$ cat src/rtl/word_store_serializer.sv
// Store-path serializer: writes a 16-bit word to a byte-wide memory.
// The low byte goes to the base address first, then the high byte to base+1.
//
// Ports:
//   Clock     in   rising-edge system clock
//   Reset     in   asynchronous active-low reset
//   Start     in   request strobe, ignored while Busy
//   Word      in   16-bit data, captured when Start is accepted
//   Address   in   base address, captured when Start is accepted
//   Busy      out  high while a transfer is in progress
//   Done      out  one-cycle completion pulse
//   MemAddr   out  memory address (holds its last value when idle)
//   MemData   out  memory write data (holds its last value when idle)
//   MemWrite  out  active-high memory write enable
module word_store_serializer #(
  parameter int ADDR_WIDTH  = 16,
  parameter int WAIT_CYCLES = 0
) (
  input  logic                  Clock,
  input  logic                  Reset,
  input  logic                  Start,
  input  logic [15:0]           Word,
  input  logic [ADDR_WIDTH-1:0] Address,
  output logic                  Busy,
  output logic                  Done,
  output logic [ADDR_WIDTH-1:0] MemAddr,
  output logic [7:0]            MemData,
  output logic                  MemWrite
);

  localparam int CW = (WAIT_CYCLES > 0) ?
    $clog2(WAIT_CYCLES + 1) : 1;
  localparam logic [CW-1:0] CMAX = CW'(WAIT_CYCLES);

  typedef enum logic [1:0] {
    IDLE,
    WR_LO,
    WR_HI
  } state_t;

  state_t                state_q, state_d;
  logic [CW-1:0]         cnt_q, cnt_d;
  logic [15:0]           word_q, word_d;
  logic [ADDR_WIDTH-1:0] addr_q, addr_d;
  logic                  busy_q, busy_d;
  logic                  done_q, done_d;
  logic                  we_q, we_d;
  logic [ADDR_WIDTH-1:0] maddr_q, maddr_d;
  logic [7:0]            mdata_q, mdata_d;

  always_ff @(posedge Clock or negedge Reset) begin
    if (!Reset) begin
      state_q <= IDLE;
      cnt_q   <= '0;
      word_q  <= '0;
      addr_q  <= '0;
      busy_q  <= 1'b0;
      done_q  <= 1'b0;
      we_q    <= 1'b0;
      maddr_q <= '0;
      mdata_q <= '0;
    end else begin
      state_q <= state_d;
      cnt_q   <= cnt_d;
      word_q  <= word_d;
      addr_q  <= addr_d;
      busy_q  <= busy_d;
      done_q  <= done_d;
      we_q    <= we_d;
      maddr_q <= maddr_d;
      mdata_q <= mdata_d;
    end
  end

  always_comb begin
    state_d = state_q;
    cnt_d   = cnt_q;
    word_d  = word_q;
    addr_d  = addr_q;
    busy_d  = busy_q;
    done_d  = 1'b0;
    we_d    = we_q;
    maddr_d = maddr_q;
    mdata_d = mdata_q;
    unique case (state_q)
      IDLE: begin
        if (Start) begin
          word_d  = Word;
          addr_d  = Address;
          state_d = WR_LO;
          cnt_d   = '0;
          busy_d  = 1'b1;
          we_d    = 1'b1;
          maddr_d = Address;
          mdata_d = Word[7:0];
        end
      end
      WR_LO: begin
        if (cnt_q != CMAX) begin
          cnt_d = cnt_q + CW'(1);
        end else begin
          state_d = WR_HI;
          cnt_d   = '0;
          // wraps modulo 2^ADDR_WIDTH
          maddr_d = addr_q + ADDR_WIDTH'(1);
          mdata_d = word_q[15:8];
        end
      end
      WR_HI: begin
        if (cnt_q != CMAX) begin
          cnt_d = cnt_q + CW'(1);
        end else begin
          state_d = IDLE;
          cnt_d   = '0;
          busy_d  = 1'b0;
          we_d    = 1'b0;
          done_d  = 1'b1;
        end
      end
      default: begin
        state_d = IDLE;
      end
    endcase
  end

  assign Busy     = busy_q;
  assign Done     = done_q;
  assign MemAddr  = maddr_q;
  assign MemData  = mdata_q;
  assign MemWrite = we_q;

endmodule

$ cat config.mk
export PLATFORM = sky130hd
export DESIGN_NAME = word_store_serializer
export DESIGN_NICKNAME = d
export VERILOG_FILES = /design/src/rtl/word_store_serializer.sv
export SDC_FILE = /design/constraint.sdc
export NUM_CORES = 1
export LEC_CHECK = 0
export BUFFER_PORTS_ARGS = -buffer_cell sky130_fd_sc_hd__buf_2
export CAP_MARGIN = 20
export CORE_MARGIN = 3
export CORE_UTILIZATION = 30
export CTS_CLUSTER_SIZE = 30
export DETAILED_ROUTE_END_ITERATION = 6
export PLACE_DENSITY = 0.53
export SLEW_MARGIN = 20
export SYNTH_ARGS = -nofsm -noshare
export SYNTH_HDL_FRONTEND = slang
export SYNTH_SLANG_ARGS = --single-unit
export TNS_END_PERCENT = 30
$ cat constraint.sdc
create_clock -name Clock -period 2.1 [get_ports Clock]
set_clock_uncertainty 0.2 [all_clocks]
set_input_delay 0.42 -clock Clock [delete_from_list [all_inputs] [get_ports Clock]]
set_output_delay 0.42 -clock Clock [all_outputs]
set_load 0.01 [all_outputs]
==> results.sh, run 1 <==
export IMPL_syn2layout_area_growth_pct=23.3
export IMPL_synthSimpleGateAreaFrac=0.228
export IMPL_drv_slew=0
export IMPL_synth_top_area_frac=0.569
export IMPL_synth_top_family_by_area="simple AND/OR/NAND/NOR gates"
export IMPL_crit_chain="ha_1 -> and3_4 -> nand2_2 -> or4_1 -> a31oi_1"
export IMPL_post_route_util=0.385
export IMPL_mostFrequentLayoutCells="86 x nand2_1, 61 x buf_2, 52 x dfrtp_1"
export IMPL_grt_antenna_before_repair=0
export IMPL_setup_viol=0
export IMPL_grt_max_degree=32
export IMPL_slowest_delay_ns=0.49
export IMPL_post_route_drc_count=0
export IMPL_drive_above_1_share=0.259
export IMPL_slowest_stage="or4_1"
export IMPL_synth_xor_area_frac=0.0460
export IMPL_power_frac_clock=0.187
export IMPL_internal_power_uw=1870
export IMPL_tns_ns=0
export IMPL_clkSlewWorstSetupHoldPaths_ns=0.09
export IMPL_period_needed_ns=1.89
export IMPL_relSlewSlack=0.658
export IMPL_ctsResizeCount=0
export IMPL_ys_warn_count=0
export IMPL_synth_distinct_cells=33
export IMPL_ios=62
export IMPL_syn_area_mm2=0.00229
export IMPL_switching_share=0.342
export IMPL_hold_viol=0
export IMPL_syn_nets=276
export IMPL_clock_latency_ns=0.30
export IMPL_muxShareOfSynthArea=0
export IMPL_final_period_utilization=0.900
export IMPL_grt_pass1_wl_mm=9.45
export IMPL_hp_class="in2reg"
export IMPL_setup_slack_ns=0.209
export IMPL_layout_commonest_cell="nand2_1"
export IMPL_required_ns=2.12
export IMPL_power_density_mw_per_mm2=1010
export IMPL_worstSetupStartpointType="flip-flop"
export IMPL_yosysSeqAreaShare=0.569
export IMPL_cts_tree="yes"
export IMPL_synth_top_area_cell="dfrtp_1"
export IMPL_dp_slack_ns=0.231
export IMPL_worst_slew_pin_slew_ns=0.512
export IMPL_cts_made_buffers=5
export IMPL_critPathCaptureType="flip-flop"
export IMPL_rsz0062_at_grt="no"
export IMPL_start_util=0.312
export IMPL_fmax_ghz=0.529
export IMPL_routedWlPerCell_um=13.7
export IMPL_port_buffers=61
export IMPL_switchingPower_uw=972
export IMPL_grt_usage=0.139
export IMPL_postRouteAntennaNets=0
export IMPL_die_h_um=93.3
export IMPL_routed_wl_mm=5.52
export IMPL_cts_root_buf="clkbuf_8"
export IMPL_synthCells=240
export IMPL_cts_num_sinks=52
export IMPL_synth_compound_area_frac=0.122
export IMPL_core_area_mm2=0.00733
export IMPL_overflow=0
export IMPL_gp_congestion=0.758
export IMPL_ir_worst_vdd_mv=0.336
export IMPL_final_nets=341
export IMPL_die_area_mm2=0.00871
export IMPL_viasPerCell=4.67
export IMPL_comb_power_share=0.293
export IMPL_cts_buffer_depth=2
export IMPL_crit_arrival_ns=1.91
export IMPL_drt_first_pass_iters=4
export IMPL_crit_type="reg2reg"
export IMPL_first_iter_violations=107
export IMPL_die_x_um=93.3
export IMPL_synth_seq_cells=52
export IMPL_rows=31
export IMPL_grt_pass1_vias=1905
export IMPL_seqPwrFrac=0.520
export IMPL_maxCapViolCount=0
export IMPL_leakagePower_uw=0.00142
export IMPL_synthAdderAreaFrac=0.00547
export IMPL_avgSynthCellArea_um2=9.53
export IMPL_cts_max_level=2
export IMPL_worstPathMaxFanout=4
export IMPL_diodes=0
export IMPL_status="completed"
export IMPL_dr_total_vias=1886
export IMPL_hpwl_mm=3.95
export IMPL_power_total_uw=2840
export IMPL_synth_area_top_cells="dfrtp_1 57%, nand2_1 14%, a22oi_1 5.3%"
path summary, 6_finish.rpt:
path / end / slack, ns / startpoint / cells after the start
min in group asynchronous: MemData[1] / 0.42 / Reset / 2
hold / removal: word_q[14] / 0.10 / Word[14] / 3
hold reg to reg: MemData[7] / 0.28 / MemData[7] / 2
max in group asynchronous: addr_q[5] / 0.74 / Reset / 3
setup reg to reg: MemAddr[14] / 0.21 / addr_q[0] / 5
setup / recovery: MemAddr[14] / 0.21 / addr_q[0] / 5
power by group through the flow:
stage | clock (uW) | combinational [uW] | sequential, uW
2_1_floorplan | 0 | 418 | 1550
3_3_place_gp | 0 | 836 | 1490
3_5_place_dp | 0 | 847 | 1500
4_1_cts | 560 | 853 | 1480
5_1_grt | 604 | 957 | 1530
6_report | 530 | 832 | 1480
registers in the layout, summed over array words and instances (netlist names):
name,flops
word_q,8
MemData,8
addr_q,16
MemWrite,1
state_q,2
MemAddr,16
Done,1
area by class of cell:
type	instances	area, um2
inverter	3	11.3
clock inverter	1	5.00
fill	774	4510
timing repair buffer	70	388
multi-input combinational	173	918
clock buffer	6	72.6
sequential	52	1300
tap	99	124
cells in the mapped netlist (all sizes together):
| master | n |
|---|---|
| nor3 | 3 |
| and3 | 4 |
| a311oi | 1 |
| and2 | 4 |
| dfrtp | 52 |
| nand2 | 87 |
| a21oi | 3 |
| or4 | 1 |
| xnor2 | 7 |
| xor2 | 5 |
| nor2b | 1 |
| o211ai | 2 |
| nand2b | 1 |
| nor4 | 2 |
| a22oi | 16 |
| inv | 3 |
| o21ai | 8 |
| a31oi | 2 |
| clkbuf | 3 |
| o31ai | 1 |
| ha | 1 |
| nand3 | 6 |
| buf | 9 |
| nor2 | 5 |
| a211oi | 4 |
| a21o | 4 |
| nand4 | 4 |
| and4 | 1 |
routing by layer:
layer  GRT usage  part of all wire  vias to the layer above
li1            -                 -                      938
met1       0.194              0.47                      898
met2       0.214              0.46                       46
met3      0.0314             0.051                        4
met4      0.0440             0.011                        0
met5           0                 0                        -
cell families (layout without fill, tap and decap cells):
family / Yosys count / after routing
adders and majority gates: 1 / 1
DFF: 52 / 52
AOI/OAI and AO/OA: 41 / 41
buffers and inverters: 15 / 80
xor gates and xnor gates: 12 / 12
and+or+nand+nor: 119 / 119
worst max-delay path: cells and delay by family, from the launching register on:
kind	cells	cell delay (ns)
flops	1	0.42
simple gates	3	0.78
fa+ha+maj	1	0.25
compound gates	1	0.17
what timing repair did:
| action | in CTS | in global routing |
|---|---|---|
| endpoints found under the hold margin | 21 | 0 |
| buffers inserted | 0 | 0 |
| hold buffers | 1 | 0 |
stage by stage:
step	std cells	hold slack [ns]	instance area, um2
global placement	396	0.231	2730
floorplan	240	-0.0756	2290
detailed placement	396	0.225	2730
finish	404	0.101	2820
CTS	404	0.0927	2820
global route	404	0.105	2820
(Power assumes the default switching activity.)
==> inputs of run 2 (changes only) <==
--- a/config.mk
+++ b/config.mk
@@ -5,13 +5,14 @@
 export SDC_FILE = /design/constraint.sdc
 export NUM_CORES = 1
 export LEC_CHECK = 0
+export ABC_AREA = 1
 export BUFFER_PORTS_ARGS = -buffer_cell sky130_fd_sc_hd__buf_2
 export CAP_MARGIN = 20
 export CORE_MARGIN = 3
 export CORE_UTILIZATION = 30
 export CTS_CLUSTER_SIZE = 30
 export DETAILED_ROUTE_END_ITERATION = 6
-export PLACE_DENSITY = 0.53
+export PLACE_DENSITY = 0.52
 export SLEW_MARGIN = 20
 export SYNTH_ARGS = -nofsm -noshare
 export SYNTH_HDL_FRONTEND = slang
==> run 2 against run 1 <==
  * Via count grew 13%
  * Critical path depth grew 3
  * Register-to-register slack gained 0.32 ns
  * Die area grew 6.9%
  * Area after synthesis grew 7.4%
  * Synthesized cell count grew 29%
  * Non-clock buffer count shrank 2
  * Core utilization shrank 0.43 points
  * Flip-flop and latch count is the same
  * Combinational power grew 4.4%
  * Highest routed layer unchanged
  * First-iteration DRC count shrank 3.7%
==> results.sh, run 2 <==
export IMPL_crit_type="reg2reg"
export IMPL_avgSynthCellArea_um2=7.95
export IMPL_synthCells=309
export IMPL_met1_usage=0.203
export IMPL_synth_top_area_cell="dfrtp_1"
export IMPL_gp_congestion=0.820
export IMPL_grt_usage=0.140
export IMPL_ir_worst_vdd_mv=0.337
export IMPL_post_route_util=0.380
export IMPL_drv_slew=0
export IMPL_start_util=0.313
export IMPL_worst_slew_pin_slew_ns=0.426
export IMPL_synth_seq_cells=52
export IMPL_rsz0062_at_grt="no"
export IMPL_routedWlPerCell_um=12.5
export IMPL_viasPerCell=4.47
export IMPL_yosysMostFrequentCell="nand2_1"
export IMPL_rows=32
export IMPL_fin_area_mm2=0.00299
export IMPL_synthAdderAreaFrac=0.00509
export IMPL_grt_pass1_vias=2064
export IMPL_clkSlewWorstSetupHoldPaths_ns=0.10
export IMPL_syn_area_mm2=0.00246
export IMPL_cts_tree="yes"
export IMPL_met2_usage=0.203
export IMPL_use_met3=0.0364
export IMPL_setup_viol=0
export IMPL_synth_top_area_frac=0.530
export IMPL_status="completed"
export IMPL_cts_buffer_depth=2
export IMPL_fin_cells=475
export IMPL_diodes=0
export IMPL_die_h_um=96.5
export IMPL_drive_above_1_share=0.231
export IMPL_grt_max_degree=37
export IMPL_ios=62
export IMPL_dp_slack_ns=0.533
export IMPL_period_needed_ns=1.57
export IMPL_syn2layout_area_growth_pct=21.5
export IMPL_grt_pass1_wl_mm=9.99
export IMPL_hold_viol=0
export IMPL_worstSetupStartpointType="flip-flop"
export IMPL_post_cts_buffers=0
export IMPL_fmax_ghz=0.638
export IMPL_hp_class="in2reg"
export IMPL_synth_xor_area_frac=0.0143
export IMPL_power_density_mw_per_mm2=980
export IMPL_tns_ns=0
export IMPL_leakagePower_uw=0.00160
export IMPL_muxShareOfSynthArea=0
export IMPL_die_area_mm2=0.00931
export IMPL_ys_warn_count=0
export IMPL_first_iter_violations=103
export IMPL_layout_commonest_cell="nand2_1"
export IMPL_dpl_instance_area_mm2=0.00289
export IMPL_die_x_um=96.5
export IMPL_postRouteAntennaNets=0
export IMPL_busiest_layer="met2"
export IMPL_cts_max_level=2
export IMPL_dpl_cell_count=466
export IMPL_critPathCaptureType="flip-flop"
export IMPL_synth_area_top_cells="dfrtp_1 53%, nand2_1 20%, o21ai_0 5.7%"
export IMPL_clock_latency_ns=0.31
export IMPL_cts_made_buffers=5
export IMPL_synthSimpleGateAreaFrac=0.296
export IMPL_syn_nets=345
export IMPL_synth_commonest_cells="128 x nand2_1, 52 x dfrtp_1, 29 x inv_1"
export IMPL_drt_first_pass_iters=4
export IMPL_final_period_utilization=0.746
export IMPL_final_nets=408
export IMPL_synth_distinct_cells=24
export IMPL_overflow=0
export IMPL_grt_antenna_before_repair=0
export IMPL_synth_edf_count=0
export IMPL_dr_total_vias=2123
export IMPL_maxCapViolCount=0
export IMPL_routed_wl_mm=5.95
export IMPL_yosysSeqAreaShare=0.530
export IMPL_synthArstFlopShare=1.00
export IMPL_mostFrequentLayoutCells="128 x nand2_1, 61 x buf_2, 52 x dfrtp_1"
export IMPL_cts_num_sinks=52
export IMPL_cts_root_buf="clkbuf_8"
export IMPL_required_ns=2.10
export IMPL_synth_top_family_by_area="simple AND/OR/NAND/NOR gates"
export IMPL_post_route_drc_count=0
export IMPL_setup_slack_ns=0.533
export IMPL_synth_compound_area_frac=0.0830
export IMPL_core_area_mm2=0.00785
export IMPL_relSlewSlack=0.715
export IMPL_synth_ff_type="dfrtp_1"
export IMPL_port_buffers=61
export IMPL_crit_arrival_ns=1.57
export IMPL_hpwl_mm=4.29
export IMPL_worstPathMaxFanout=8
==> run 2: cell count changes after synthesis, sizes merged, moves of 3 or more <==
cell / change
nand2: +45
inv: +28
o21ai: +21
a22oi: -16
nand3: +15
nor2: +9
xnor2: -6
a211oi: -4
a21o: -4
and2: -4
and3: -4
nor3: -3
==> run 2: worst max-delay path, cell delays in order (launching register included) <==
cell     delay [ns]
dfrtp_1        0.41
ha_1           0.19
nand2_1        0.10
nor2_4         0.22
nand3_1        0.10
nand2_1        0.07
nand3_1        0.06
nand2_1        0.07
nand2_1        0.05
==> run 2: kinds of logic (layout without fill, tap and decap cells) <==
family                     Yosys count  count (layout)
and+or+nand+nor                    171             171
buffers and inverters               43             107
adders and majority gates            1               1
DFF                                 52              52
AOI/OAI and AO/OA                   38              38
xor gates and xnor gates             4               4
==> run 2: timing repair <==
action                                 in CTS  in global routing
endpoints found under the hold margin      16                  0
gates resized for setup                     0                  0
hold buffers                                1                  0
==> run 2: layer usage <==
| metal | wire, um | part of all wire | vias up |
|---|---|---|---|
| met2 | 2410 | 0.40 | 62 |
| met3 | 422 | 0.071 | 8 |
| met1 | 3040 | 0.51 | 965 |
| li1 | - | - | 1088 |
| met4 | 80 | 0.013 | 0 |
| met5 | 0 | 0 | - |
==> run 2: path summary, 6_finish.rpt <==
kind	start	endpoint	slack [ns]	cells past startpoint
max	addr_q[1]	MemAddr[14]	0.53	8
min	Word[14]	word_q[14]	0.1	3
max reg2reg	addr_q[1]	MemAddr[14]	0.53	8
min reg2reg	state_q[0]	Done	0.28	1
max in group asynchronous	Reset	addr_q[15]	0.80	3
min in group asynchronous	Reset	MemAddr[9]	0.37	2
==> run 2: power by group <==
| part | internal (uW) | total (uW) | switching, uW |
|---|---|---|---|
| clock network | 233 | 573 | 340 |
| registers | 1280 | 1480 | 208 |
| logic | 351 | 869 | 518 |
==> run 2: per-stage QoR <==
| step | hold WS (ns) | total power [uW] |
|---|---|---|
| 5_1_grt | 0.0967 | 3170 |
| 6_report | 0.0986 | 2930 |
| 4_1_cts | 0.0876 | 2970 |
| 3_3_place_gp | 0.184 | 2370 |
| 3_5_place_dp | 0.183 | 2390 |
| 2_1_floorplan | -0.0756 | 2010 |
==> run 2: area by class of cell <==
class                           count  area [um2]
Multi-Input combinational cell    214         980
Clock inverter                      3        18.8
Sequential cell                    52        1300
Timing Repair Buffer               68         373
Tap cell                          102         128
Fill cell                         849        4860
Clock buffer                        5        68.8
Inverter                           31         116
